===== src/rtl/mmul_host_pkg.sv =====
// Shared definitions for the modular-multiplier host controller.
// Holds the sequencer state encoding and the operand/word geometry.
package mmul_host_pkg;

   localparam int WORD_W  = 16;
   localparam int N_WORDS = 16;
   localparam int OP_W    = 256;

   typedef enum logic [2:0] {
      IDLE,
      LOAD_A,
      LOAD_B,
      LOAD_P,
      KICK,
      WAIT_RDY,
      UNLOAD,
      DONE
   } state_t;

endpackage


===== src/rtl/mmul_word_ser.sv =====
// Operand/result word serialiser: parallel load, LSW shift-out, MSW shift-in.
// Ports: clk, rst (async active-low), load/load_val, shift/din, data (full reg).
module mmul_word_ser
   import mmul_host_pkg::*;
#(
   parameter int OW = OP_W,
   parameter int WW = WORD_W
) (
   input  logic          clk,
   input  logic          rst,
   input  logic          load,
   input  logic [OW-1:0] load_val,
   input  logic          shift,
   input  logic [WW-1:0] din,
   output logic [OW-1:0] data
);

   // Shifting right presents the next word at data[WW-1:0] while a new
   // word enters at the top, so 16 shifts reassemble an LSW-first stream.
   always_ff @(posedge clk or negedge rst) begin
      if (!rst) begin
         data <= '0;
      end else if (load) begin
         data <= load_val;
      end else if (shift) begin
         data <= {din, data[OW-1:WW]};
      end
   end

endmodule


===== src/rtl/mmul_host.sv =====
// Host sequencer for a 256-bit modular multiplier: loads A/B/P word-serially,
// kicks the core, waits for ready (with timeout) and unloads C/D/B.
// Ports: clk, rst (async active-low), start, op_a/op_b/op_p, busy, done,
// timeout, res_c/res_d/res_b, flag, datain, load/out strobes, mmul_en,
// mmul_rdy, c_flag, regcout/regdout/regbout.
module mmul_host #(
   parameter int WORD_W  = mmul_host_pkg::WORD_W,
   parameter int N_WORDS = mmul_host_pkg::N_WORDS,
   parameter int TO_W    = 24
) (
   input  logic                            clk,
   input  logic                            rst,
   input  logic                            start,
   input  logic [mmul_host_pkg::OP_W-1:0]  op_a,
   input  logic [mmul_host_pkg::OP_W-1:0]  op_b,
   input  logic [mmul_host_pkg::OP_W-1:0]  op_p,
   output logic                            busy,
   output logic                            done,
   output logic                            timeout,
   output logic [mmul_host_pkg::OP_W-1:0]  res_c,
   output logic [mmul_host_pkg::OP_W-1:0]  res_d,
   output logic [mmul_host_pkg::OP_W-1:0]  res_b,
   output logic [1:0]                      flag,
   output logic [WORD_W-1:0]               datain,
   output logic                            loada,
   output logic                            loadb,
   output logic                            loadp,
   output logic                            mmul_en,
   output logic                            outc,
   output logic                            outd,
   output logic                            outb,
   input  logic                            mmul_rdy,
   input  logic [1:0]                      c_flag,
   input  logic [WORD_W-1:0]               regcout,
   input  logic [WORD_W-1:0]               regdout,
   input  logic [WORD_W-1:0]               regbout
);

   import mmul_host_pkg::*;

   localparam logic [4:0] LAST  = 5'(N_WORDS - 1);
   localparam logic [4:0] FLUSH = 5'(N_WORDS);

   state_t          state;
   logic [4:0]      cnt;
   logic [TO_W-1:0] to_cnt;
   logic [TO_W-1:0] to_nxt;
   logic            ld_ops;
   logic            cap;
   logic [OP_W-1:0] a_q;
   logic [OP_W-1:0] b_q;
   logic [OP_W-1:0] p_q;

   assign ld_ops = (state == IDLE) && start;
   // Word k arrives one cycle after strobe k, so capture skips cnt 0
   // and runs one cycle past the last strobe.
   assign cap    = (state == UNLOAD) && (cnt != '0);
   assign to_nxt = to_cnt + 1'b1;

   mmul_word_ser #(.OW(OP_W), .WW(WORD_W)) u_ser_a (
      .clk(clk), .rst(rst), .load(ld_ops), .load_val(op_a),
      .shift(state == LOAD_A), .din('0), .data(a_q)
   );

   mmul_word_ser #(.OW(OP_W), .WW(WORD_W)) u_ser_b (
      .clk(clk), .rst(rst), .load(ld_ops), .load_val(op_b),
      .shift(state == LOAD_B), .din('0), .data(b_q)
   );

   mmul_word_ser #(.OW(OP_W), .WW(WORD_W)) u_ser_p (
      .clk(clk), .rst(rst), .load(ld_ops), .load_val(op_p),
      .shift(state == LOAD_P), .din('0), .data(p_q)
   );

   mmul_word_ser #(.OW(OP_W), .WW(WORD_W)) u_res_c (
      .clk(clk), .rst(rst), .load(1'b0), .load_val('0),
      .shift(cap), .din(regcout), .data(res_c)
   );

   mmul_word_ser #(.OW(OP_W), .WW(WORD_W)) u_res_d (
      .clk(clk), .rst(rst), .load(1'b0), .load_val('0),
      .shift(cap), .din(regdout), .data(res_d)
   );

   mmul_word_ser #(.OW(OP_W), .WW(WORD_W)) u_res_b (
      .clk(clk), .rst(rst), .load(1'b0), .load_val('0),
      .shift(cap), .din(regbout), .data(res_b)
   );

   always_ff @(posedge clk or negedge rst) begin
      if (!rst) begin
         state   <= IDLE;
         cnt     <= '0;
         to_cnt  <= '0;
         busy    <= 1'b0;
         done    <= 1'b0;
         timeout <= 1'b0;
         flag    <= '0;
         datain  <= '0;
         loada   <= 1'b0;
         loadb   <= 1'b0;
         loadp   <= 1'b0;
         mmul_en <= 1'b0;
         outc    <= 1'b0;
         outd    <= 1'b0;
         outb    <= 1'b0;
      end else begin
         done <= 1'b0;
         unique case (state)
            IDLE: begin
               if (start) begin
                  // Shadow regs load on this edge, so word 0 comes
                  // straight from the port.
                  state   <= LOAD_A;
                  busy    <= 1'b1;
                  timeout <= 1'b0;
                  loada   <= 1'b1;
                  datain  <= op_a[WORD_W-1:0];
                  cnt     <= '0;
               end
            end
            LOAD_A: begin
               cnt <= cnt + 1'b1;
               if (cnt == LAST) begin
                  state  <= LOAD_B;
                  cnt    <= '0;
                  loada  <= 1'b0;
                  loadb  <= 1'b1;
                  datain <= b_q[WORD_W-1:0];
               end else begin
                  datain <= a_q[2*WORD_W-1:WORD_W];
               end
            end
            LOAD_B: begin
               cnt <= cnt + 1'b1;
               if (cnt == LAST) begin
                  state  <= LOAD_P;
                  cnt    <= '0;
                  loadb  <= 1'b0;
                  loadp  <= 1'b1;
                  datain <= p_q[WORD_W-1:0];
               end else begin
                  datain <= b_q[2*WORD_W-1:WORD_W];
               end
            end
            LOAD_P: begin
               cnt <= cnt + 1'b1;
               if (cnt == LAST) begin
                  state   <= KICK;
                  loadp   <= 1'b0;
                  datain  <= '0;
                  mmul_en <= 1'b1;
               end else begin
                  datain <= p_q[2*WORD_W-1:WORD_W];
               end
            end
            KICK: begin
               // Ready seen here belongs to a previous job; not sampled.
               state   <= WAIT_RDY;
               mmul_en <= 1'b0;
               to_cnt  <= '0;
            end
            WAIT_RDY: begin
               if (mmul_rdy) begin
                  state <= UNLOAD;
                  flag  <= c_flag;
                  cnt   <= '0;
                  outc  <= 1'b1;
                  outd  <= 1'b1;
                  outb  <= 1'b1;
               end else begin
                  to_cnt <= to_nxt;
                  if (&to_nxt) begin
                     state   <= DONE;
                     done    <= 1'b1;
                     busy    <= 1'b0;
                     timeout <= 1'b1;
                  end
               end
            end
            UNLOAD: begin
               cnt <= cnt + 1'b1;
               if (cnt == LAST) begin
                  outc <= 1'b0;
                  outd <= 1'b0;
                  outb <= 1'b0;
               end
               if (cnt == FLUSH) begin
                  state <= DONE;
                  done  <= 1'b1;
                  busy  <= 1'b0;
               end
            end
            DONE: begin
               state <= IDLE;
            end
            default: begin
               state <= IDLE;
            end
         endcase
      end
   end

endmodule


===== config.mk =====
export PLATFORM = sky130hd
export DESIGN_NAME = mmul_host
export DESIGN_NICKNAME = d
export VERILOG_FILES = /design/src/rtl/mmul_host_pkg.sv /design/src/rtl/mmul_word_ser.sv /design/src/rtl/mmul_host.sv
export SDC_FILE = /design/constraint.sdc
export NUM_CORES = 2
export LEC_CHECK = 0
export CORE_AREA = 4 4 634 636
export CTS_CLUSTER_DIAMETER = 80
export DETAILED_ROUTE_END_ITERATION = 12
export DIE_AREA = 0 0 638 640
export SETUP_SLACK_MARGIN = 0.15
export SLEW_MARGIN = 0
export SYNTH_ARGS = -nofsm -noshare
export SYNTH_HDL_FRONTEND = slang
export SYNTH_SLANG_ARGS = --single-unit

===== constraint.sdc =====
create_clock -name clk -period 5.6 [get_ports clk]
set_input_delay 1.4 -clock clk [delete_from_list [all_inputs] [get_ports clk]]
set_output_delay 1.4 -clock clk [all_outputs]
set_load 0.05 [all_outputs]

==> impl_metrics.yaml <==
outcome:
  status: "complete, no violations"
layout:
  syn_to_final_growth_pct: 45.0
  fin_nets: 7610
  final_cell_mix: "clkdlybuf4s50_1, dfrtp_1, mux2_2, o21ai_0, nand2_1"
  drive_gt1_frac: 0.177
  layout_commonest_cell: "clkdlybuf4s50_1"
worst_setup_path:
  r2r-end: "state[1]$_DFFE_PN0P_"
  cp_max_fo: 3
  crit_path_start: "u_res_c.data[99]$_DFFE_PN0P_"
  cp-end-kind: "primary output"
  critPathMaxStageDelay_ns: 0.94
  worstPathRequired_ns: 4.20
  r2r_slack_ns: 2.13
  endpoint: "res_c[99]"
  r2r_cells: 8
  crit_arrival_ns: 2.58
  path_depth: 1
  cp_num_buf_inv: 1
  crit_chain: "clkdlybuf4s50_1"
  critPathTopFamily: "buffers and inverters"
  path_class: "reg -> out"
  slowest_stage: "clkdlybuf4s50_1"
  startpoint_type: "register"
  r2r_start: "to_cnt[0]$_DFFE_PN0P_"
sta:
  fin_hold_ws_ns: 0.455
  setup_viol: 0
  rsz0062_at_grt: "false"
  slew_violations: 0
  period_share: 0.710
  max-slew-margin-rel: 0.191
  layout_min_cycle_time_ns: 3.98
  worst_slew_pin_slew_ns: 1.21
  clock_skew_ns: 0.0957
  fmaxAchievable_mhz: 251
  setup_tns_ns: 0
  hold_viol_final: 0
pwr:
  p_switching_mw: 12.7
  intPower_mw: 24.7
  combPwrFrac: 0.244
  power_leakage_nw: 39.9
  power_density_mw_per_mm2: 395
  seqPwrFrac: 0.404
  switching_share: 0.340
  power.share.clock: 0.352
  irDropWorstVdd_mv: 0.314
synth:
  syn_nets: 6047
  synth-seq-cells: 1578
  synthFlopType: "dfrtp_1"
  syn-mean-instance-area_um2: 12.5
  synth-async-reset-ratio: 1.00
  syn_inst: 5215
  ys_seq_area_frac: 0.605
  syn_area_mm2: 0.0653
  yosysWarnings: 0
  ys_types: 51
  synth_edf_count: 0
worst_hold_path:
  hold_class: "in -> async"
floorplanning:
  start_util: 0.165
  core_area_mm2: 0.396
  rows: 231
  die_w_um: 638
  die_area_mm2: 0.408
  dieHeight_um: 640
  num_io_pins: 1618
global_routing:
  antenna_found_initial: 87
  grt_pass1_vias: 48000
  grt_usage: 0.142
  grt_max_degree: 145
  grt.overflow.total: 0
  grt_pass1_wl_um: 408000
place:
  place_congestion: 0.856
  hpwl_um: 240000
  io_buffers: 1617
detailed_routing:
  ant_nets: 0
  wl_per_cell_um: 24.7
  wirelength_um: 302000
  drtIter0Drc: 3488
  remaining_drc_errors: 0
  viasPerCell: 3.87
  firstDrtPassIters: 9
  route.vias.total: 47300
clocking:
  ctsHoldBuffers: 0
  cts_buffer_depth: 4
  h-tree-depth: 4
  cts.sinks: 1578
  cts_made_buffers: 199
  cts_root_buf: "clkbuf_16"
  cts_setup_buffers: 0
  clk_latency_ns: 0.90
  cts_tree: "done"
  clk_transition_reported_paths_ns: 0.06
  ctsResizeCount: 0
flow_run:
  max_cap_violations: 0
==> synth_stat cells, types with 2 or more instances <==
master    count  area, um2
or3_1         3       18.8
nand2b_1      4       25.0
o31ai_1       7       52.6
nand4b_1      4       35.0
nand2_1     730       2740
mux2i_1     705       7060
o21a_1        2       15.0
nand3_1      15       75.1
a21oi_1      15       75.1
a22o_1       50        438
a22oi_1       2       15.0
xnor2_1       3       26.3
o21bai_1      5       37.5
ha_1         10        125
buf_1        31        116
nand4_1       9       56.3
and4_1        2       17.5
and3_1        4       25.0
o211ai_1      3       22.5
or4_1         3       22.5
nor2_1       50        188
mux2_2      772       8690
and2_1        9       56.3
clkbuf_1    321       1200
inv_1        13       48.8
dfrtp_1    1578      39500
a222oi_1     32        320
nor2b_1       6       37.5
buf_2        13       65.1
nor4_1        8       50.1
buf_4         2       15.0
nor3_1       10       50.1
a31oi_1      25        156
or2_2         2       12.5
o22ai_1       2       12.5
o21ai_0     750       3750
==> worst min path at each step <==
stage                                  start                            end  slack, ns  depth (start not counted)
2_1_floorplan    u_ser_p.data[0]$_DFFE_PN0P_    u_ser_p.data[0]$_DFFE_PN0P_       0.45                          2
3_3_place_gp   u_ser_a.data[146]$_DFFE_PN0P_  u_ser_a.data[146]$_DFFE_PN0P_       0.46                          2
3_5_place_dp    u_ser_b.data[99]$_DFFE_PN0P_   u_ser_b.data[99]$_DFFE_PN0P_       0.47                          2
4_1_cts                                  rst  u_res_d.data[138]$_DFFE_PN0P_       0.42                          1
5_1_grt                                  rst  u_res_d.data[138]$_DFFE_PN0P_       0.45                          1
6_report                                 rst  u_res_d.data[138]$_DFFE_PN0P_       0.46                          1
==> cell families (layout without fill, tap and decap cells) <==
logic type | count (synthesis) | count (layout) | share of synthesized area
compound gates | 902 | 902 | 0.0762
xor+xnor | 4 | 4 | 0.000537
fa+ha+maj | 10 | 10 | 0.00192
buf+inv | 380 | 2097 | 0.0222
flops | 1578 | 1578 | 0.605
mux | 1478 | 1478 | 0.241
other cells | 0 | 38 | 0
simple gates | 863 | 863 | 0.0530
==> through the flow <==
stage,cells,cell area (um2),total power [mW],util,setup WS (ns)
floorplan,5215,65300,20.5,-,2.50
global placement,11800,87900,24.5,0.222,1.75
detailed placement,11800,87900,24.7,0.222,1.73
CTS,12200,94600,38.1,0.239,1.30
global route,12200,94600,39.8,0.239,1.42
finish,12200,94700,37.4,0.239,1.62
==> power groups by stage <==
stage	Combinational [mW]	Sequential (mW)	Clock [mW]
2_1_floorplan	5.78	14.7	0
3_3_place_gp	9.10	15.4	0
3_5_place_dp	9.26	15.4	0
4_1_cts	9.28	15.2	13.6
5_1_grt	10.3	15.4	14.1
6_report	9.14	15.1	13.2
==> worst reg2reg max path: stages, from the launching register on <==
cell      delay (ns)
dfrtp_1         0.50
ha_1            0.37
nand3_1         0.32
nor3_1          0.79
nand4b_1        0.18
a32oi_1         0.31
nand4_2         0.27
a21boi_2        0.28
mux2_1          0.34
==> flip-flops by register name (all words and copies together), names as in the netlist, 2 cells and up <==
| signal | count |
|---|---|
| u_ser_b.data | 256 |
| u_ser_a.data | 240 |
| flag | 2 |
| to_cnt | 24 |
| state | 3 |
| u_res_c.data | 256 |
| u_res_b.data | 256 |
| datain | 16 |
| cnt | 5 |
| u_ser_p.data | 256 |
| u_res_d.data | 256 |
==> routing by layer <==
layer,global-route usage,vias to the layer above,part of all wire
met2,0.252,1525,0.51
met1,0.166,23700,0.39
met5,0,-,0.00039
met4,0.0427,18,0.030
met3,0.0370,407,0.070
li1,-,21600,-
==> layout make-up <==
class / instances / area, um2
Sequential cell: 1578 / 39500
Inverter: 13 / 48.8
Timing Repair Buffer: 1729 / 17400
Multi-Input combinational cell: 3257 / 24400
Clock buffer: 267 / 5600
Clock inverter: 88 / 1060
Fill cell: 41900 / 301000
Antenna cell: 38 / 95.1
Tap cell: 5242 / 6560
(Power assumes the default switching activity.)
